**src/rtl/exe_div_ctrl_if.sv**
```systemverilog
// Divide sequencer bundle between the EXE stage and exe_div_ctrl.
interface exe_div_ctrl_if #(
    parameter int DIV_W = 32
);
    // Handshake: EXE raises div_req with operands valid and keeps it high while
    // the instruction sits in EXE. The sequencer holds div_stall high until
    // div_done, then holds div_result until ms_allow_in lets the instruction go.
    // Dropping div_req before that point abandons the operation.
    logic             div_req;
    logic             div_signed;
    logic             div_mod;
    logic [DIV_W-1:0] div_src1;
    logic [DIV_W-1:0] div_src2;
    logic             ms_allow_in;
    logic             div_stall;
    logic             div_busy;
    logic             div_done;
    logic [DIV_W-1:0] div_result;

    modport master (
        output div_req, div_signed, div_mod, div_src1, div_src2, ms_allow_in,
        input  div_stall, div_busy, div_done, div_result
    );

    modport slave (
        input  div_req, div_signed, div_mod, div_src1, div_src2, ms_allow_in,
        output div_stall, div_busy, div_done, div_result
    );
endinterface

```
**src/rtl/exe_div_ctrl.sv**
```systemverilog
// Multi-cycle radix-2 restoring divider sequencer for the EXE stage.
// Holds EXE stalled until the quotient/remainder is ready, then keeps the
// result stable until MEM accepts the instruction.
module exe_div_ctrl #(
    parameter int DIV_W = 32
) (
    input  logic           clk,
    input  logic           reset,
    exe_div_ctrl_if.slave  div,
    output logic [1:0]     div_state
);
    typedef enum logic [1:0] {
        IDLE = 2'd0,
        CALC = 2'd1,
        DONE = 2'd2
    } state_t;

    state_t           state;
    state_t           state_n;
    logic [DIV_W:0]   rem;      // 33-bit partial remainder
    logic [DIV_W-1:0] dvd;      // dividend shifting out, quotient shifting in
    logic [DIV_W-1:0] dvs;      // divisor magnitude
    logic [5:0]       cnt;
    logic             sgn_l;
    logic             mod_l;
    logic             q_neg;
    logic             r_neg;

    logic             s1;
    logic             s2;
    logic [DIV_W-1:0] mag1;
    logic [DIV_W-1:0] mag2;
    logic [DIV_W:0]   rem_sh;
    logic [DIV_W:0]   trial;
    logic [DIV_W-1:0] q_fix;
    logic [DIV_W-1:0] r_fix;

    // Operand signs and magnitudes; unsigned divides use the raw values.
    always_comb begin
        s1     = div.div_signed & div.div_src1[DIV_W-1];
        s2     = div.div_signed & div.div_src2[DIV_W-1];
        mag1   = s1 ? (~div.div_src1 + 1'b1) : div.div_src1;
        mag2   = s2 ? (~div.div_src2 + 1'b1) : div.div_src2;
        rem_sh = {rem[DIV_W-1:0], dvd[DIV_W-1]};
        trial  = rem_sh - {1'b0, dvs};
    end

    // State register.
    always_ff @(posedge clk or posedge reset) begin
        if (reset) state <= IDLE;
        else       state <= state_n;
    end

    // Next-state logic; a dropped request always cancels back to IDLE.
    always_comb begin
        state_n = state;
        case (state)
            IDLE: if (div.div_req) state_n = (div.div_src2 == '0) ? DONE : CALC;
            CALC: begin
                if (!div.div_req)       state_n = IDLE;
                else if (cnt == 6'd31)  state_n = DONE;
            end
            DONE: if (!div.div_req || div.ms_allow_in) state_n = IDLE;
            default: state_n = IDLE;
        endcase
    end

    // Datapath: latch operands on acceptance, one restoring step per CALC cycle.
    always_ff @(posedge clk or posedge reset) begin
        if (reset) begin
            rem   <= '0;
            dvd   <= '0;
            dvs   <= '0;
            cnt   <= '0;
            sgn_l <= 1'b0;
            mod_l <= 1'b0;
            q_neg <= 1'b0;
            r_neg <= 1'b0;
        end else if (state == IDLE && div.div_req) begin
            mod_l <= div.div_mod;
            cnt   <= '0;
            if (div.div_src2 == '0) begin
                // Divide by zero: result is fixed, no sign correction.
                rem   <= {1'b0, div.div_src1};
                dvd   <= '1;
                dvs   <= '0;
                sgn_l <= 1'b0;
                q_neg <= 1'b0;
                r_neg <= 1'b0;
            end else begin
                rem   <= '0;
                dvd   <= mag1;
                dvs   <= mag2;
                sgn_l <= div.div_signed;
                q_neg <= s1 ^ s2;
                r_neg <= s1;
            end
        end else if (state == CALC && div.div_req) begin
            cnt <= cnt + 6'd1;
            if (!trial[DIV_W]) begin
                rem <= trial;
                dvd <= {dvd[DIV_W-2:0], 1'b1};
            end else begin
                rem <= rem_sh;
                dvd <= {dvd[DIV_W-2:0], 1'b0};
            end
        end
    end

    // Sign correction and result selection, visible only in DONE.
    always_comb begin
        q_fix          = (sgn_l && q_neg) ? (~dvd + 1'b1) : dvd;
        r_fix          = (sgn_l && r_neg) ? (~rem[DIV_W-1:0] + 1'b1) : rem[DIV_W-1:0];
        div.div_busy   = (state == CALC);
        div.div_done   = (state == DONE);
        div.div_result = (state == DONE) ? (mod_l ? r_fix : q_fix) : '0;
        div.div_stall  = div.div_req && (state != DONE);
        div_state      = state;
    end
endmodule

```
**src/flat_wrapper.sv**
```systemverilog
// flat-port wrapper written by rule: the top's interface ports become plain ports
module exe_div_ctrl_flat 
#(
    parameter int DIV_W = 32
)
  (clk, reset, div_state, div_div_req, div_div_signed, div_div_mod, div_div_src1, div_div_src2, div_ms_allow_in, div_div_stall, div_div_busy, div_div_done, div_div_result);
  exe_div_ctrl_if #(.DIV_W(DIV_W)) div_i ();
  input  logic clk;
  input  logic reset;
  output logic [1:0] div_state;
  input wire logic [$bits(div_i.div_req)-1:0] div_div_req;
  input wire logic [$bits(div_i.div_signed)-1:0] div_div_signed;
  input wire logic [$bits(div_i.div_mod)-1:0] div_div_mod;
  input wire logic [$bits(div_i.div_src1)-1:0] div_div_src1;
  input wire logic [$bits(div_i.div_src2)-1:0] div_div_src2;
  input wire logic [$bits(div_i.ms_allow_in)-1:0] div_ms_allow_in;
  output wire logic [$bits(div_i.div_stall)-1:0] div_div_stall;
  output wire logic [$bits(div_i.div_busy)-1:0] div_div_busy;
  output wire logic [$bits(div_i.div_done)-1:0] div_div_done;
  output wire logic [$bits(div_i.div_result)-1:0] div_div_result;
  assign div_i.div_req = div_div_req;
  assign div_i.div_signed = div_div_signed;
  assign div_i.div_mod = div_div_mod;
  assign div_i.div_src1 = div_div_src1;
  assign div_i.div_src2 = div_div_src2;
  assign div_i.ms_allow_in = div_ms_allow_in;
  assign div_div_stall = div_i.div_stall;
  assign div_div_busy = div_i.div_busy;
  assign div_div_done = div_i.div_done;
  assign div_div_result = div_i.div_result;
  exe_div_ctrl #(.DIV_W(DIV_W)) u_core (.clk(clk), .reset(reset), .div(div_i), .div_state(div_state));
endmodule
```
**config.mk**
```make
export PLATFORM = sky130hd
export DESIGN_NAME = exe_div_ctrl_flat
export DESIGN_NICKNAME = d
export VERILOG_FILES = /design/src/rtl/exe_div_ctrl_if.sv /design/src/rtl/exe_div_ctrl.sv /design/src/flat_wrapper.sv
export SDC_FILE = /design/constraint.sdc
export NUM_CORES = 1
export LEC_CHECK = 0
export CAP_MARGIN = 0
export CORE_MARGIN = 10
export CORE_UTILIZATION = 63
export CTS_CLUSTER_DIAMETER = 120
export CTS_CLUSTER_SIZE = 8
export DETAILED_ROUTE_END_ITERATION = 12
export GPL_ROUTABILITY_DRIVEN = 1
export MAX_ROUTING_LAYER = met4
export PLACE_DENSITY = 0.88
export SYNTH_ARGS = -nofsm -noshare
export SYNTH_HDL_FRONTEND = slang
export SYNTH_SLANG_ARGS = --single-unit
```
**constraint.sdc**
```tcl
create_clock -name clk -period 8.9 [get_ports clk]
set_clock_uncertainty 0.15 [all_clocks]
set_input_delay 0.89 -clock clk [delete_from_list [all_inputs] [get_ports clk]]
set_output_delay 0.89 -clock clk [all_outputs]
set_load 0.1 [all_outputs]
```
==> impl_metrics.json, run 1 <==
{
  "vias": 9515,
  "ys_seq_area_share_pct": 28.20,
  "vdd_ir_drop_max_mv": 0.1408,
  "synth_common_cells": "a21oi_1, o21ai_0, nand2_1, dfrtp_1, nor2_1",
  "core_sq_um": 15030,
  "worstPathArrival_ns": 4.59,
  "power_density_nw_per_um2": 251.4,
  "worstMarginPinSlew_ns": 1.167,
  "ctsResizeCount": 0,
  "portBuffers": 106,
  "p_switching_mw": 1.257,
  "grt_use_total_pct": 26.94,
  "row_count": 45,
  "hold_buffers": 0,
  "endpoint_kind": "output pin",
  "start_util_pct": 63.75,
  "path_max_fanout": 6,
  "place_inst": 1491,
  "cts_buffers": 9,
  "root_buffer": "clkbuf_16",
  "grt_pass1_wl_mm": 44.06,
  "gp_congestion": 0.9736,
  "routed_via_density": 6.318,
  "syn_inst": 1267,
  "netlist.top_cell.by_area": "dfrtp_1",
  "die_w_um": 143.3,
  "critPathRequiredTime_ns": 7.86,
  "worst_slack_ns": 3.274,
  "dp_hpwl_mm": 21.02,
  "area_delta_synth_final_pct": 14.49,
  "cts_tree": "done",
  "dieArea_sq_um": 20540,
  "outcome": "finished, final reports clean",
  "netSwitchingFraction_pct": 45.59,
  "fill_cells": 1213,
  "leakage_nw": 4.392,
  "finalWirelength_mm": 27.43,
  "fin_crit_sh_pct": 63.22,
  "seqPwrFrac_pct": 29.7,
  "netlist.area_leader.share_pct": 28.20,
  "syn_area_sq_um": 9583,
  "power.share.clock_pct": 16.4,
  "wl_per_cell_um": 18.21,
  "synth_area_per_cell_sq_um": 7.563,
  "fmax_mhz": 177.7,
  "nNetsFinal": 1422,
  "grt_overflow": 0,
  "synth_edf_count": 0,
  "worstSkewPairLatency_ns": 0.35,
  "timing.hold.ws_ns": 0.3321,
  "setup_violations": 0,
  "post_cts_buffers": 0,
  "clkTransAtPathRegs_ns": 0.07,
  "dr.pass1.iters": 5,
  "die_h_um": 143.3,
  "stdcell_count": 1506,
  "grt_max_degree": 91,
  "ant_nets": 0,
  "drv_slew": 0,
  "maxCapViolations": 0,
  "n_antenna_cell": 0,
  "yosysMostFrequentCell": "a21oi_1",
  "tns_ns": 0,
  "finalHoldViolCount": 0,
  "p_total_mw": 2.758,
  "dp_slack_ns": 3.673,
  "cp-start-kind": "flop",
  "yosys_warnings": 0,
  "rsz0062_at_grt": "no",
  "htreeDepth": 3,
  "grt_antenna_before_repair": 0,
  "ys_async_sr_fraction_pct": 100.0,
  "p_int_mw": 1.501,
  "clockBufferDepth": 2,
  "ys_ff_latch": 108,
  "synthTopCellsByArea": "dfrtp_1, a21oi_1, xnor2_1",
  "maxSlewHeadroom_pct": 21.76,
  "drive_gt1_share_pct": 3.263,
  "drc": 0,
  "ios": 107,
  "fin_crit_ns": 5.626,
  "dr.first_iter.drc_count": 1037,
  "hold_class": "reg2reg",
  "synth_nets": 1375,
  "path_class": "reg2out",
  "grt_pass1_vias": 8734,
  "comb_power_share_pct": 53.8,
  "yosys.cell_types.count": 57,
  "synthFlopType": "dfrtp_1",
  "cts_sinks": 108
}
## worst max-delay path, stage by stage, from the launching register on
cell and delay (ns):
dfrtp_1 0.45, or4_4 0.57, nor3_2 0.16, nand2b_1 0.14, or3_4 0.36, nor3b_1 0.55, and2_2 0.30, a21oi_1 0.09
xnor2_1 0.16, a211oi_1 0.26, clkdlybuf4s50_1 1.19
## stage by stage
stage	util (%)	instance area, sq um
after CTS	72.98	10970
after global placement	70.78	10640
final	72.98	10970
after floorplan	-	9583
after global routing	72.98	10970
after detailed placement	70.78	10640
## power by group through the flow
stage          clock network, mW  registers (mW)  logic (mW)
3_5_place_dp                   0           0.817        1.45
3_3_place_gp                   0           0.808        1.43
4_1_cts                    0.458           0.808        1.46
6_report                   0.454           0.820        1.48
5_1_grt                    0.476           0.833        1.65
2_1_floorplan                  0           0.733        1.18
## sequential cells by signal, summed over array words and instances, names as in the netlist
| register | cells |
|---|---|
| u_core.dvd | 32 |
| u_core.dvs | 32 |
| u_core.rem | 32 |
| u_core.cnt | 6 |
| u_core.div_state | 2 |
| u_core.mod_l | 1 |
| u_core.q_neg | 1 |
| u_core.r_neg | 1 |
| u_core.sgn_l | 1 |
## final timing paths
path | start | to | slack [ns] | depth (start not counted)
hold / removal | u_core.dvs[17] | u_core.dvs[17] | 0.33 | 2
hold reg to reg | u_core.dvs[17] | u_core.dvs[17] | 0.33 | 2
setup reg to reg | u_core.dvd[31] | u_core.rem[8] | 4.52 | 13
setup / recovery | u_core.rem[6] | div_div_result[20] | 3.27 | 10
min in group asynchronous | reset | u_core.dvd[6] | 0.85 | 2
max in group asynchronous | reset | u_core.rem[13] | 6.62 | 3
## kinds of logic (layout without fill, tap and decap cells)
group / count (synthesis) / after routing / share of synthesized area, %
AOI/OAI and AO/OA: 444 / 444 / 26.83
xor gates and xnor gates: 151 / 151 / 14.08
adders and majority gates: 38 / 38 / 5.040
buffers and inverters: 129 / 180 / 5.236
DFF: 108 / 108 / 28.20
muxes: 6 / 6 / 0.6267
and+or+nand+nor: 391 / 391 / 19.99
## layout by cell type (no fill, tap or decap), types with 7 or more instances in the layout
cell type,netlist,routed
a211oi_1,19,19
a21o_1,11,11
a21oi_1,166,166
a22oi_1,13,13
a31oi_1,25,25
and2_1,9,9
and3_1,18,18
buf_4,0,8
clkbuf_16,0,9
clkdlybuf4s50_1,0,106
dfrtp_1,108,107
ha_1,37,37
inv_1,51,50
nand2_1,133,133
nand2b_1,19,17
nand3_1,21,21
nand3b_1,15,15
nand4_1,8,8
nor2_1,95,95
nor3_1,19,19
nor4_1,14,14
o211ai_1,7,7
o21ai_0,137,137
o21bai_1,8,8
o22ai_1,9,9
o31ai_1,21,21
o41ai_1,11,11
or3_1,11,11
xnor2_1,80,80
xor2_1,69,69
## cell type report
class / instances / area, sq um / area share, %
sequential: 108 / 2704 / 24.64
clock buffer: 10 / 229.0 / 2.087
clock inverter: 5 / 102.6 / 0.9351
inverter: 51 / 193.9 / 1.768
multi-input combinational: 1030 / 6386 / 58.20
tap: 188 / 235.2 / 2.144
timing repair buffer: 114 / 1121 / 10.22
## routing by layer
layer	up-vias	GRT usage (%)	wire length [um]
li1	4611	-	-
met5	-	-	0
met1	4369	36.48	12280
met2	477	41.18	12090
met4	0	7.738	664
met3	58	4.125	2390
Power figures use the tool's default switching activity.
==> run 2: changes to the inputs <==
--- a/config.mk
+++ b/config.mk
@@ -7,13 +7,13 @@
 export LEC_CHECK = 0
 export CAP_MARGIN = 0
 export CORE_MARGIN = 10
-export CORE_UTILIZATION = 63
+export CORE_UTILIZATION = 58
 export CTS_CLUSTER_DIAMETER = 120
 export CTS_CLUSTER_SIZE = 8
 export DETAILED_ROUTE_END_ITERATION = 12
 export GPL_ROUTABILITY_DRIVEN = 1
 export MAX_ROUTING_LAYER = met4
-export PLACE_DENSITY = 0.88
+export PLACE_DENSITY = 0.82
 export SYNTH_ARGS = -nofsm -noshare
 export SYNTH_HDL_FRONTEND = slang
 export SYNTH_SLANG_ARGS = --single-unit
==> constraint.sdc (replaced) <==
create_clock -name clk -period 5.4 [get_ports clk]
set_clock_uncertainty 0.15 [all_clocks]
set_input_delay 0.54 -clock clk [delete_from_list [all_inputs] [get_ports clk]]
set_output_delay 0.54 -clock clk [all_outputs]
set_load 0.1 [all_outputs]
==> run 2 against run 1 <==
Against the previous run: worst hold slack improved by 0.00089 ns; highest routed layer unchanged; wire length rose by 8.9%; critical endpoint is now div_div_result[31]; largest power group unchanged; register-to-register slack worse by 3.4 ns; non-clock buffer count is 3 higher.
==> impl_metrics.json, run 2 (synthesis results as in run 1) <==
{
  "crit_end": "div_div_result[31]",
  "fin_crit_ns": 4.885,
  "power_density_nw_per_um2": 415.0,
  "outcome": "finished, final reports clean",
  "leakage_nw": 4.434,
  "clockBufferDepth": 2,
  "maxCapViolations": 0,
  "crit_cells": 10,
  "grt_use_total_pct": 27.44,
  "die_w_um": 148.5,
  "grt_overflow": 0,
  "root_buffer": "clkbuf_16",
  "rsz0062_at_grt": "no",
  "grt_antenna_before_repair": 0,
  "dr.first_iter.drc_count": 781,
  "htreeDepth": 3,
  "startpoint": "u_core.dvd[0]",
  "post_cts_buffers": 0,
  "dr.pass1.iters": 6,
  "top_usage_layer": "met2",
  "worstSkewPairLatency_ns": 0.36,
  "routed_via_density": 6.228,
  "worst_slack_ns": 0.5154,
  "drv_slew": 0,
  "ctsResizeCount": 0,
  "worstPathArrival_ns": 4.19,
  "portBuffers": 106,
  "path_max_fanout": 6,
  "maxSlewHeadroom_pct": 30.85,
  "grt_pass1_wl_mm": 48.18,
  "drc": 0,
  "vdd_ir_drop_max_mv": 0.5416,
  "row_count": 46,
  "wl_per_cell_um": 19.43,
  "final_cell_mix": "a21oi_1, o21ai_0, nand2_1, dfrtp_1, nor2_1",
  "reg_top3": "u_core.dvd x32, u_core.dvs x32, u_core.rem x32",
  "grt_pass1_vias": 9340,
  "cts_sinks": 108,
  "crit_chain": "or4_4, nor4_4, and2_4, nand3_2, or4_4, o21ai_0, xnor2_1, nor2_1, a211oi_1, buf_4",
  "clkTransAtPathRegs_ns": 0.07,
  "use_met3_pct": 3.580,
  "timing.rr.end": "u_core.rem[9]",
  "area_delta_synth_final_pct": 14.47,
  "dp_slack_ns": 0.9667,
  "die_h_um": 148.5,
  "ios": 107,
  "cts_tree": "done",
  "p_total_mw": 4.552,
  "critical-path-slowest-cell": "or4_4",
  "nNetsFinal": 1425,
  "critPathTopFamily": "simple AND/OR/NAND/NOR gates",
  "cp-start-kind": "flop",
  "path_common_cell": "or4_4",
  "drive_gt1_share_pct": 4.992,
  "r2r_setup_slack_ns": 1.12,
  "max_stage_delay_ns": 0.59,
  "min_delay_path_depth": 2,
  "fin_crit_sh_pct": 90.46,
  "start_util_pct": 59.68,
  "critPathBufInv": 1,
  "cts_buffers": 9,
  "reg2reg_from": "u_core.dvd[31]",
  "rr_worst_depth": 13,
  "tns_ns": 0,
  "gr-usage-met2_pct": 46.07,
  "use_met1_pct": 33.46,
  "dieArea_sq_um": 22060,
  "path_class": "reg2out",
  "gp_congestion": 0.9596,
  "ant_nets": 0,
  "worstMarginPinSlew_ns": 1.036,
  "vias": 9579,
  "endpoint_kind": "output pin",
  "setup_violations": 0,
  "fmax_mhz": 204.7,
  "hold_class": "reg2reg",
  "finalHoldViolCount": 0,
  "core_sq_um": 16060,
  "n_antenna_cell": 0,
  "dp_hpwl_mm": 22.50,
  "layout_commonest_cell": "a21oi_1",
  "grt_max_degree": 91,
  "hold_buffers": 0,
  "finalWirelength_mm": 29.88,
  "final_util_pct": 68.31,
  "critPathRequiredTime_ns": 4.71
}
## run 2: worst reg2reg max path: stages (launching register included)
cell and delay (ns):
dfrtp_1 0.47, inv_1 0.07, ha_1 0.20, fa_1 0.39
nand2b_1 0.18, a21oi_1 0.22, o211ai_1 0.21, o21ai_0 0.36
a21oi_1 0.22, o21ai_2 0.34, xor2_2 0.84, and3_1 0.29
a31oi_1 0.05, a21oi_1 0.21
## run 2: worst min-delay path by stage
stage	start	to
after floorplan	u_core.dvs[10]	u_core.dvs[10]
after global placement	u_core.dvs[28]	u_core.dvs[28]
after detailed placement	u_core.dvs[27]	u_core.dvs[27]
after CTS	u_core.dvs[6]	u_core.dvs[6]
after global routing	u_core.dvs[6]	u_core.dvs[6]
final	u_core.dvs[12]	u_core.dvs[12]
## run 2: layout make-up
class	count	area, sq um
Clock buffer	10	239.0
Clock inverter	6	72.57
Fill cell	1421	5089
Inverter	51	193.9
Multi-Input combinational cell	1030	6391
Sequential cell	108	2704
Tap cell	216	270.3
Timing Repair Buffer	117	1099
## run 2: per-layer routing
layer	vias to the layer above	wire, um
li1	4600	-
met1	4502	12570
met2	410	14640
met3	67	1804
met4	0	875
met5	-	0
## run 2: power breakdown
group          switching [mW]  internal (mW)  total (mW)
logic                    1.45           1.04        2.49
registers               0.347          0.992        1.34
clock network           0.344          0.378       0.721
## run 2: stage by stage
step | cell area (sq um) | cells | hold slack [ns]
2_1_floorplan | 9583 | 1267 | 0.2998
3_3_place_gp | 10660 | 1522 | 0.3129
3_5_place_dp | 10660 | 1522 | 0.3196
4_1_cts | 10970 | 1538 | 0.3376
5_1_grt | 10970 | 1538 | 0.3514
6_report | 10970 | 1538 | 0.3330
==> run 3: changes to the inputs <==
--- a/config.mk
+++ b/config.mk
@@ -5,6 +5,7 @@
 export SDC_FILE = /design/constraint.sdc
 export NUM_CORES = 1
 export LEC_CHECK = 0
+export ABC_AREA = 0
 export CAP_MARGIN = 0
 export CORE_MARGIN = 10
 export CORE_UTILIZATION = 58
==> results of run 3 <==
Final layout, timing and power as in run 2 (identical DEF).
==> edit 1 (config.mk and constraints of run 3) <==
`DIV_W` is set to 32 in 3 places; all go to 24.
--- a/src/rtl/exe_div_ctrl_if.sv
+++ b/src/rtl/exe_div_ctrl_if.sv
@@ -1,6 +1,6 @@
 // Divide sequencer bundle between the EXE stage and exe_div_ctrl.
 interface exe_div_ctrl_if #(
-    parameter int DIV_W = 32
+    parameter int DIV_W = 24
 );
     // Handshake: EXE raises div_req with operands valid and keeps it high while
     // the instruction sits in EXE. The sequencer holds div_stall high until
--- a/src/rtl/exe_div_ctrl.sv
+++ b/src/rtl/exe_div_ctrl.sv
@@ -2,7 +2,7 @@
 // Holds EXE stalled until the quotient/remainder is ready, then keeps the
 // result stable until MEM accepts the instruction.
 module exe_div_ctrl #(
-    parameter int DIV_W = 32
+    parameter int DIV_W = 24
 ) (
     input  logic           clk,
     input  logic           reset,
--- a/src/flat_wrapper.sv
+++ b/src/flat_wrapper.sv
@@ -1,7 +1,7 @@
 // flat-port wrapper written by rule: the top's interface ports become plain ports
 module exe_div_ctrl_flat 
 #(
-    parameter int DIV_W = 32
+    parameter int DIV_W = 24
 )
   (clk, reset, div_state, div_div_req, div_div_signed, div_div_mod, div_div_src1, div_div_src2, div_ms_allow_in, div_div_stall, div_div_busy, div_div_done, div_div_result);
   exe_div_ctrl_if #(.DIV_W(DIV_W)) div_i ();
Ports: changed (resized div_div_result, div_div_src1 and div_div_src2); port bits go from 107 to 83. No check against the original RTL was run, so the function may have changed too.
==> edit 1 against run 3 <==
Power shrank 14%. Worst setup slack better by 0.31 ns. Cell area decreased by 21%. Synthesized area down 22%. Routed wire length shrank 28%. Via count down 23%. Final cell count decreased by 23%. Global-route usage decreased by 2.9 points. Sequential cell count shrank 24.
==> edit 1: results (changes against run 3) <==
Crit share post-route - 84.8% (was 90.5%)
Arrival @ worst endpoint - 3.89 ns (was 4.19 ns)
Largest net degree at the start of global routing - 50 (was 91)
Status - completed (unchanged)
Multi-input logic portion of the cell area - 57.3% (was 58.3%)
Clk tree area frac - 3.73% (was 2.84%)
Leakage - 3.64 nW (was 4.43 nW)
Cells after Synth - 962 (was 1267)
Iter 0 DRT Violations - 733 (was 781)
Worst hold start - u_core.dvs[15] (was u_core.dvs[12])
NonClk Buf Share - 10.4% (was 10.0%)
Actual slew at the worst max-slew pin - 1.19 ns (was 1.04 ns)
Vias per cell - 6.20 (was 6.23)
CTS sink cnt - 84 (was 108)
First-pass GRT wire length - 35300 um (was 48200 um)
Crit path from - u_core.rem[6] (was u_core.dvd[0])
Hpwl dp - 16100 um (was 22500 um)
Via count of the first global-routing pass - 6974 (was 9340)
Comb power frac - 55.4% (was 54.8%)
Largest fanout on the critical path - 7 (was 6)
Top post-synthesis cells by area - dfrtp_1, xnor2_1, a21oi_1, xor2_1, o21ai_0 (was dfrtp_1, a21oi_1, xnor2_1, o21ai_0, xor2_1)
# port buffers - 82 (was 106)
Hold slack - 0.329 ns (was 0.333 ns)
Num tapcells - 172 (was 216)
Routed vias - 7373 (was 9579)
Non-clk invs - 43 (was 51)
Min-delay worst type - reg -> reg (unchanged)
Hold Crit Endpoint - u_core.dvs[15] (was u_core.dvs[12])
Multi-In Gates - 782 (was 1030)
Seq/Total Area, Yosys - 28.3% (was 28.2%)
Slowest-stage cell, CP - clkdlybuf4s50_1 (was or4_4)
Total CTS buffers - 9 (unchanged)
Clock share of power - 17.1% (was 15.8%)
Regs by FF count - u_core.dvd: 24 flops, u_core.dvs: 24 flops, u_core.rem: 24 flops (was u_core.dvd: 32 flops, u_core.dvs: 32 flops, u_core.rem: 32 flops)
Max VDD drop - 0.337 mV (was 0.542 mV)
FILL cells - 1062 (was 1421)
Commonest cells post-synth - nand2_1, a21oi_1, nor2_1 (was a21oi_1, o21ai_0, nand2_1)
Plain + repair buffers - 93 (was 117)
Net Count, Synth - 1046 (was 1375)
Dpl ws - 1.26 ns (was 0.967 ns)
Reg2Reg Setup Slack - 1.73 ns (was 1.12 ns)
Crit path capture - div_div_result[16] (was div_div_result[31])
Total Routing Usage GR - 24.5% (was 27.4%)
Pint - 2.14 mW (was 2.41 mW)
Placed instance count - 1174 (was 1522)
Netlist cell types - 60 (was 57)
RR Startpoint - u_core.dvd[23] (was u_core.dvd[31])
Sequential share of cell area - 24.3% (was 24.6%)
Routability cong. - 0.979 (was 0.960)
Routed len/inst - 18.2 um (was 19.4 um)
FF-to-FF End - u_core.rem[22] (was u_core.rem[9])
Clock buffer count - 13 (was 10)
Nets@finish - 1097 (was 1425)
TritonRoute pass-1 iters - 5 (was 6)
-- edit 1: layer usage --
| layer | share of wire [%] | vias to the layer above | track usage, % |
|---|---|---|---|
| li1 | - | 3570 | - |
| met1 | 45 | 3430 | 31.4 |
| met2 | 46 | 340 | 39.1 |
| met3 | 8.0 | 33 | 4.44 |
| met4 | 1.6 | 0 | 6.59 |
| met5 | 0 | - | - |
-- edit 1: cells by family (layout without fill, tap and decap cells) --
| logic type | count (synthesis) | count (layout) | synth area share, % |
|---|---|---|---|
| multiplexers | 33 | 33 | 4.55 |
| flip-flops | 84 | 84 | 28.3 |
| adder cells (fa/ha/maj) | 30 | 30 | 5.15 |
| AO/OA/AOI/OAI | 311 | 311 | 25.9 |
| XOR/XNOR | 104 | 104 | 12.3 |
| buffers and inverters | 96 | 152 | 5.03 |
| AND/OR/NAND/NOR | 304 | 304 | 18.9 |
==> edit 2 (config.mk and constraints of run 3) <==
Made on the original files. Reset style: synchronous (`reset`), changed in 2 clocked blocks.
--- a/src/rtl/exe_div_ctrl.sv
+++ b/src/rtl/exe_div_ctrl.sv
@@ -46,7 +46,7 @@
     end
 
     // State register.
-    always_ff @(posedge clk or posedge reset) begin
+    always_ff @(posedge clk) begin
         if (reset) state <= IDLE;
         else       state <= state_n;
     end
@@ -66,7 +66,7 @@
     end
 
     // Datapath: latch operands on acceptance, one restoring step per CALC cycle.
-    always_ff @(posedge clk or posedge reset) begin
+    always_ff @(posedge clk) begin
         if (reset) begin
             rem   <= '0;
             dvd   <= '0;
Function: differs if reset is asserted again (counterexample within 4 cycles, from zero or initial values and one cycle with reset high); with reset held inactive, the same outputs for 10 cycles.
==> edit 2 against run 3 <==
Worst setup slack improved by 0.52 ns. Global-route usage up 1.7 points. Count of clock-buffer cells in the layout increased by 1. Sequential cell count unchanged. First-iteration DRC count up 58%. Routed wire length is 9.0% higher. Cell area increased by 0.66%. Via count grew 8.7%. Synthesized area grew 0.18%. Die area rose by 0.16%. Highest routed layer unchanged.
Power is not compared: it rests on default switching activity, and its combinational part moved more than twofold at a synthesized area within 25%.
==> edit 2: results (changes against run 3) <==
Placed Area - 10700 um2 (about the same)
Clock buffer count - 11 (was 10)
Layout cells sized above 1 - 6.72% (was 4.99%)
Synth Area in Compound Gates - 30.3% (was 26.8%)
Routability cong. - 1.01 (was 0.960)
Metal3 WL - 2980 um (was 1800 um)
Net Count, Synth - 1434 (was 1375)
FF-to-FF End - u_core.rem[12] (was u_core.rem[9])
Routed len/inst - 20.5 um (was 19.4 um)
Vias per cell - 6.56 (was 6.23)
Sequential share of cell area - 19.6% (was 24.6%)
Wl on met1 - 13600 um (was 12600 um)
Via count of the first global-routing pass - 9589 (was 9340)
Worst hold start - u_core.dvs[0] (was u_core.dvs[12])
Largest net degree at the start of global routing - 62 (was 91)
Xor-xnor portion of the synthesized cell area - 12.4% (was 14.1%)
Area of the multi-input gates - 6890 um2 (was 6390 um2)
Hold slack - 0.327 ns (was 0.333 ns)
Slowest-stage cell, CP - xnor2_1 (was or4_4)
Arrival @ worst endpoint - 3.68 ns (was 4.19 ns)
Average size of a mapped cell - 7.24 um2 (was 7.56 um2)
Plain + repair buffers - 122 (was 117)
FILL cells - 1419 (was 1421)
Placed instance count - 1571 (was 1522)
Crit path from - u_core.dvd[7] (was u_core.dvd[0])
Hold Crit Endpoint - u_core.dvs[0] (was u_core.dvs[12])
Area grow syn2layout - 15.0% (was 14.5%)
Status - completed (unchanged)
Total Routing Usage GR - 29.1% (was 27.4%)
WL met2 - 14700 um (was 14600 um)
edit 2: cell types whose count changed in the layout (fill, tap and decap cells not counted), sizes merged, moves of 13 or more:
cell / run 3 / this run
nand2: 133 / 116
xnor2: 81 / 68
o21ai: 138 / 68
or3: 12 / 25
o22ai: 9 / 37
dfrtp: 108 / 0
clkdlybuf4s50: 88 / 70
a21oi: 166 / 133
nor2: 95 / 128
buf: 29 / 52
a211oi: 19 / 37
o221ai: 0 / 29
dfxtp: 0 / 108
edit 2: worst max-delay path by stage:
| stage | endpoint | slack (ns) | depth (start not counted) |
|---|---|---|---|
| 2_1_floorplan | div_div_result[23] | 0.20 | 8 |
| 3_3_place_gp | div_div_result[31] | 1.51 | 8 |
| 3_5_place_dp | u_core.dvs[23] | 1.48 | 9 |
| 4_1_cts | div_div_result[31] | 1.10 | 8 |
| 5_1_grt | div_div_result[31] | 0.89 | 8 |
| 6_report | div_div_result[31] | 1.03 | 8 |
